[src/rtl/loader_pkg.sv]
// Shared definitions for the boot-time instruction-memory loader.
// Holds the FSM state encoding, the frame constants and the checksum fold.
package loader_pkg;

   localparam int         IM_AW    = 8;
   localparam logic [7:0] LD_MAGIC = 8'hA5;

   typedef enum logic [2:0] {
      S_MAGIC = 3'd0,
      S_COUNT = 3'd1,
      S_DATA  = 3'd2,
      S_WRITE = 3'd3,
      S_CHECK = 3'd4,
      S_RUN   = 3'd5,
      S_ERR   = 3'd6
   } ld_state_t;

   function automatic logic [7:0] csum_fold(input logic [7:0] acc, input logic [7:0] b);
      return acc ^ b;
   endfunction

endpackage

[src/rtl/imem_loader.sv]
// Boot loader: unpacks a framed byte stream into 32-bit words for instruction
// memory and holds the CPU in reset until a frame with a good checksum lands.
module imem_loader
   import loader_pkg::*;
#(
   parameter int         AW    = IM_AW,
   parameter logic [7:0] MAGIC = LD_MAGIC
) (
   input  logic          clk,
   input  logic          rstd,
   input  logic          in_valid,
   input  logic [7:0]    in_data,
   output logic          in_ready,
   output logic          im_we,
   output logic [AW-1:0] im_addr,
   output logic [31:0]   im_wdata,
   output logic          cpu_rstd,
   output logic          done,
   output logic          err
);

   ld_state_t      state_r;
   ld_state_t      state_s;
   logic           take_s;
   logic           ready_s;
   logic           we_s;
   logic           run_s;
   logic           err_s;
   logic [AW-1:0]  addr_r;
   logic [31:0]    wdata_r;
   logic [1:0]     idx_r;
   logic [8:0]     rem_r;
   logic [7:0]     csum_r;

   assign take_s = in_valid && ready_s;

   // State register
   always_ff @(posedge clk or negedge rstd) begin
      if (!rstd) begin
         state_r <= S_MAGIC;
      end else begin
         state_r <= state_s;
      end
   end

   // Next-state logic and output decode; outputs depend on state_r only
   always_comb begin
      state_s = state_r;
      ready_s = 1'b1;
      we_s    = 1'b0;
      run_s   = 1'b0;
      err_s   = 1'b0;
      case (state_r)
         S_MAGIC: begin
            if (take_s && (in_data == MAGIC)) state_s = S_COUNT;
            else                              state_s = S_MAGIC;
         end
         S_COUNT: begin
            if (take_s) state_s = S_DATA;
            else        state_s = S_COUNT;
         end
         S_DATA: begin
            if (take_s && (idx_r == 2'd3)) state_s = S_WRITE;
            else                           state_s = S_DATA;
         end
         S_WRITE: begin
            ready_s = 1'b0;
            we_s    = 1'b1;
            if (rem_r == 9'd1) state_s = S_CHECK;
            else               state_s = S_DATA;
         end
         S_CHECK: begin
            if (take_s) begin
               if (in_data == csum_r) state_s = S_RUN;
               else                   state_s = S_ERR;
            end else begin
               state_s = S_CHECK;
            end
         end
         S_RUN: begin
            ready_s = 1'b0;
            run_s   = 1'b1;
            state_s = S_RUN;
         end
         S_ERR: begin
            err_s = 1'b1;
            if (take_s && (in_data == MAGIC)) state_s = S_COUNT;
            else                              state_s = S_ERR;
         end
         default: begin
            state_s = S_MAGIC;
         end
      endcase
   end

   // Packer, checksum accumulator, address and remaining-word counter
   always_ff @(posedge clk or negedge rstd) begin
      if (!rstd) begin
         addr_r  <= '0;
         wdata_r <= 32'h0000_0000;
         idx_r   <= 2'd0;
         rem_r   <= 9'd0;
         csum_r  <= 8'h00;
      end else begin
         case (state_r)
            S_COUNT: begin
               if (take_s) begin
                  rem_r  <= (in_data == 8'h00) ? 9'd256 : {1'b0, in_data};
                  idx_r  <= 2'd0;
                  csum_r <= 8'h00;
                  addr_r <= '0;
               end
            end
            S_DATA: begin
               if (take_s) begin
                  wdata_r <= {wdata_r[23:0], in_data};
                  csum_r  <= csum_fold(csum_r, in_data);
                  idx_r   <= idx_r + 2'd1;
               end
            end
            S_WRITE: begin
               addr_r <= addr_r + AW'(1);
               rem_r  <= rem_r - 9'd1;
            end
            default: begin
            end
         endcase
      end
   end

   assign in_ready = ready_s;
   assign im_we    = we_s;
   assign im_addr  = addr_r;
   assign im_wdata = wdata_r;
   assign cpu_rstd = run_s;
   assign done     = run_s;
   assign err      = err_s;

endmodule

[config.mk]
export PLATFORM = sky130hd
export DESIGN_NAME = imem_loader
export DESIGN_NICKNAME = d
export VERILOG_FILES = /design/src/rtl/loader_pkg.sv /design/src/rtl/imem_loader.sv
export SDC_FILE = /design/constraint.sdc
export NUM_CORES = 1
export LEC_CHECK = 0
export CAP_MARGIN = 10
export CORE_MARGIN = 5
export CORE_UTILIZATION = 40
export CTS_CLUSTER_DIAMETER = 50
export DETAILED_ROUTE_END_ITERATION = 12
export PLACE_DENSITY = 0.68
export SETUP_SLACK_MARGIN = 0.2
export SYNTH_ARGS = -nofsm -noshare
export SYNTH_HDL_FRONTEND = slang
export SYNTH_SLANG_ARGS = --single-unit
export TNS_END_PERCENT = 30
[constraint.sdc]
create_clock -name clk -period 2.5 [get_ports clk]
set_input_delay 0.5 -clock clk [delete_from_list [all_inputs] [get_ports clk]]
set_output_delay 0.5 -clock clk [all_outputs]
set_load 0.02 [all_outputs]
## Yosys cells after proc, flatten, opt, wreduce, memory -nomap -nowiden

Cells that the tools add are included.

- Register bits: 62
- Input bits: 11

- Add/subtract/negate cells: 3
- Equality and inequality tests: 12
- Mux-type cells: 22
- Bitwise logic cells: 1
- Reduce and logical (&&, ||, !) cells: 11

Operator list:

| operator | count |
|---|---|
| one-hot mux 8 bit (2 select lines) | 2 |
| one-hot mux 3 bit (7 select lines) | 1 |
| 2-to-1 mux 9 bit | 2 |
| one-hot mux 9 bit (2 select lines) | 1 |
| 2-to-1 mux 8 bit | 2 |
| == test 3 bit (second input constant) | 3 |
| == test 9 x 1 -> 1 bit (second input constant) | 1 |
| 2-to-1 mux 3 bit | 3 |
| subtractor 9 x 1 -> 9 bit (second input constant) | 1 |
| adder 8 x 1 -> 8 bit (second input constant) | 1 |
| == test 8 bit | 1 |
| == test 8 bit (second input constant) | 1 |
| logical NOT 8 bit | 1 |
| 2-to-1 mux 2 bit | 4 |
| bitwise XOR 8 bit | 1 |
| == test 3 x 2 -> 1 bit (second input constant) | 2 |
| 2-to-1 mux 1 bit | 6 |
| != test 2 bit (second input constant) | 2 |
| one-hot mux 2 bit (2 select lines) | 1 |
| AND reduction 2 bit | 2 |
| nonzero test 2 bit | 2 |
| == test 3 x 1 -> 1 bit (second input constant) | 1 |
| logical AND 1 bit | 3 |
| logical NOT 3 bit | 1 |
| 4 further kinds | 4 |

## Depth between registers and ports, before layout

- Word-level depth: 7
- Depth in mapped cells: 7
- Mapped depth without buffers: 6

## Worst setup path after synthesis

OpenSTA, ideal clock, no wires.

- Kind: flip-flop to output port
- Start point: register state_r[0]
- End point: output port in_ready
- Arrival time: 1.221 ns
- Path slack: 0.779 ns
- Stages on the path, launching flop included: 5
- Cell sequence: dfrtp_1 -> buf_4 -> nor2b_1 -> and2_1 -> nor2_1

- Cells in the longest elaborated chain, start to end: 3
- Elaborated cells between the ends (all ways): 4

RTL lines:

| item | line | text |
|---|---|---|
| start: declaration | imem_loader.sv:22 | `ld_state_t state_r;` |
| start signal: assignment | imem_loader.sv:42 | `state_r <= state_s;` |
| == test 3 x 2 -> 1 bit or == test 3 bit (tied branches) | imem_loader.sv:53 | `case (state_r)` |
| OR reduction 2 bit (no source line) * | n/a |  |
| 2-to-1 mux 1 bit * | imem_loader.sv:53 |  |
| end: declaration | imem_loader.sv:13 | `output logic in_ready,` |

Mark *: on every way between the ends. The rest lies on a longest branch, timed or not.

## Worst setup path in the final report

- Start point: register state_r[0]
- End point: output port err

- Cells in the longest elaborated chain, start to end: 2

RTL lines:

| item | line | text |
|---|---|---|
| == test 3 bit | imem_loader.sv:53 |  |
| 2-to-1 mux 1 bit | imem_loader.sv:53 |  |
| end: declaration | imem_loader.sv:19 | `output logic err` |

Every way passes these cells.

==> impl_metrics.yaml <==
clocking:
  holdBufCountCts: 0
  worstSkewPairLatency_ps: 330
  cts.clk_slew.worst_paths_ps: 70
  cts_tree: "yes"
  clock_path_buffers: 2
  h-tree-depth: 3
  clockRootBuffer: "clkbuf_8"
  cts_buffers: 9
  cts_setup_buffers: 0
  clock-sinks: 62
synth:
  synthMuxAreaShare: 0.00344
  synth-edff-count: 0
  ys_warn_count: 0
  ys_seq_elements: 62
  syn_area_um2: 2910
  synth-compound-area-share: 0.113
  ys_seq_area_frac: 0.533
  syn_nets: 330
  async_flop_share: 1.00
  synth_top_family_by_area: "simple AND/OR/NAND/NOR gates"
  synthSimpleGateAreaFrac: 0.278
  syn_area_per_cell_um2: 9.25
  synth-main-ff-cell: "dfrtp_1"
  synthAdderAreaFrac: 0.0172
  synth.distinct_cells: 49
  syn_inst: 315
  synth_xor_area_frac: 0.0271
worst_setup_path:
  crit_path_end_kind: "primary output"
  startpoint_type: "register"
  critPathKind: "reg -> out"
  required_ps: 2000
  r2r_setup_slack_ps: 750
  crit_fanout: 11
  cp_cell_sequence: "nor2b_1 > and2_1 > clkdlybuf4s50_1"
  critPathSlowestCell: "clkdlybuf4s50_1"
  critPathArrivalTime_ps: 1810
  crit_family: "buffers and inverters"
  cp_slowest_stage_delay_ps: 600
  crit_buf_inv: 1
timing:
  finalSetupViolCount: 0
  finalHoldViolations: 0
  setup_slack_ps: 185
  skew_ps: 6.04
  worst_pin_slew_ps: 675
  fmax_mhz: 432
  fin_hold_ws_ps: 149
  drv_slew: 0
  tns_ps: 0
  fin_crit_sh: 0.926
  worst_slew_margin_rel: 0.549
  grt_setup_unrepaired: "true"
  min_period_ps: 2310
placement:
  detailedPlace.worstSlack_ps: 320
  placed_cell_area_um2: 3620
  dp_hpwl_um: 4930
  gp_congestion: 0.867
  portBuffers: 55
grt:
  grt_pass1_vias: 2411
  grt_max_degree: 42
  grt_pass1_wl_um: 11600
  grt_util_all_layers: 0.166
  antenna_found_initial: 0
  overflow: 0
final_layout:
  design_area_um2: 3830
  num_antenna_cells: 0
  postLayoutCoreUtil: 0.533
  drive_above_1_share: 0.0997
  area_delta_synth_final_pct: 31.4
  fin_nets: 391
floorplan:
  rows: 31
  die_y_um: 95.3
  start_util: 0.406
  die_width_um: 95.3
  core_um2: 7180
  io_pins: 56
  die-area_um2: 9090
power:
  peakVddDrop_mv: 0.428
  p_seq_frac: 0.433
  pwr-share-clk: 0.277
  power_frac_comb: 0.290
  p_switching_mw: 1.06
  powerDensity_nw_per_um2: 824
  switching_share: 0.335
  p_int_mw: 2.10
  leakagePower_nw: 1.78
detailed_routing:
  drt.antenna.violating_nets: 0
  drtIter0Drc: 163
  vias: 2439
  routedWlPerCell_um: 14.5
  drt-total-wl_um: 6960
  avgViaCountPerCell: 5.08
  dr.pass1.iters: 4
  drcViolationCount: 0
job:
  drv_cap: 0
run_status:
  status: "completed"
worst_hold_path:
  hold_class: "in -> async"
final timing paths:
kind,end,from,cells after the start
worst max-delay path,err,state_r[0],3
worst min-delay path,rem_r[5],rstd,1
worst max register to register,rem_r[6],rem_r[0],6
worst min register to register,im_wdata[27],im_wdata[27],2
max in group asynchronous,im_wdata[14],rstd,2
min in group clk,im_wdata[27],im_wdata[27],2
Yosys cell counts, types with 2 or more instances:
cell	number	area, µm²
a221o_1	2	20.0
nand3_1	6	30.0
o21ai_1	6	30.0
o31ai_1	2	15.0
a41oi_1	2	17.5
nor2_1	18	67.6
a22oi_1	3	22.5
buf_4	3	22.5
nor4_4	2	42.5
nand3b_1	3	22.5
a21oi_1	3	15.0
and2_1	2	12.5
buf_2	7	35.0
o21ai_0	20	100
clkbuf_1	4	15.0
ha_1	4	50.1
xor2_1	8	70.1
nand4_1	4	25.0
nor2b_1	4	25.0
or4_1	2	15.0
dfrtp_1	62	1550
o211ai_1	4	30.0
inv_1	2	7.51
nor4_1	3	18.8
nand2_1	113	424
nand4bb_1	2	22.5
a22o_1	2	17.5
area by class of cell:
cell class / count / area [µm²]
timing repair buffer: 64 / 652
inverter: 3 / 11.3
clock buffer: 11 / 141
fill: 676 / 3350
clock inverter: 5 / 58.8
sequential: 62 / 1550
tap: 99 / 124
multi-input combinational: 236 / 1280
placed cells by master, fill, tap and decap left out, drive strengths merged, types with 5 or more instances in the layout:
cell type,n
nor2,19
xor2,8
nand2,114
nand3,7
nor4,5
o21ai,27
clkbuf,11
buf,10
dfrtp,62
clkdlybuf4s50,52
power groups by stage:
stage | Sequential [mW] | Clock [mW] | Combinational [mW]
finish | 1.36 | 0.875 | 0.915
global placement | 1.37 | 0 | 0.912
CTS | 1.36 | 0.898 | 0.930
global route | 1.39 | 0.952 | 1.01
floorplan | 1.47 | 0 | 0.375
detailed placement | 1.38 | 0 | 0.925
stage by stage:
step,cells,total power [mW]
4_1_cts,480,3.19
3_5_place_dp,464,2.30
5_1_grt,480,3.35
6_report,480,3.15
2_1_floorplan,315,1.85
3_3_place_gp,464,2.29
cell families after synthesis:
kind of cell / Yosys count
and+or+nand+nor: 171
adders and majority gates: 4
muxes: 1
buffers and inverters: 17
xor gates and xnor gates: 9
AOI/OAI and AO/OA: 51
DFF: 62
registers in the layout, summed over array words and instances, names as in the netlist:
register / flops
csum_r: 8
state_r: 3
rem_r: 9
im_wdata: 32
im_addr: 8
idx_r: 2
routing by layer:
| layer | share of wire | GRT usage | vias up | routed length (µm) |
|---|---|---|---|---|
| met4 | 0.017 | 0.0721 | 0 | 117 |
| met5 | 0 | 0 | - | 0 |
| li1 | - | - | 1195 | - |
| met1 | 0.45 | 0.217 | 1187 | 3120 |
| met2 | 0.49 | 0.266 | 47 | 3410 |
| met3 | 0.044 | 0.0347 | 10 | 309 |
what timing repair did:
| action | CTS | global route |
|---|---|---|
| resized for setup | 2 | 3 |
| endpoints found under the setup margin | 5 | 4 |
| cloned | 0 | 0 |
| pin swaps | 0 | 0 |
Note: power is estimated with default switching activity, not from simulation.
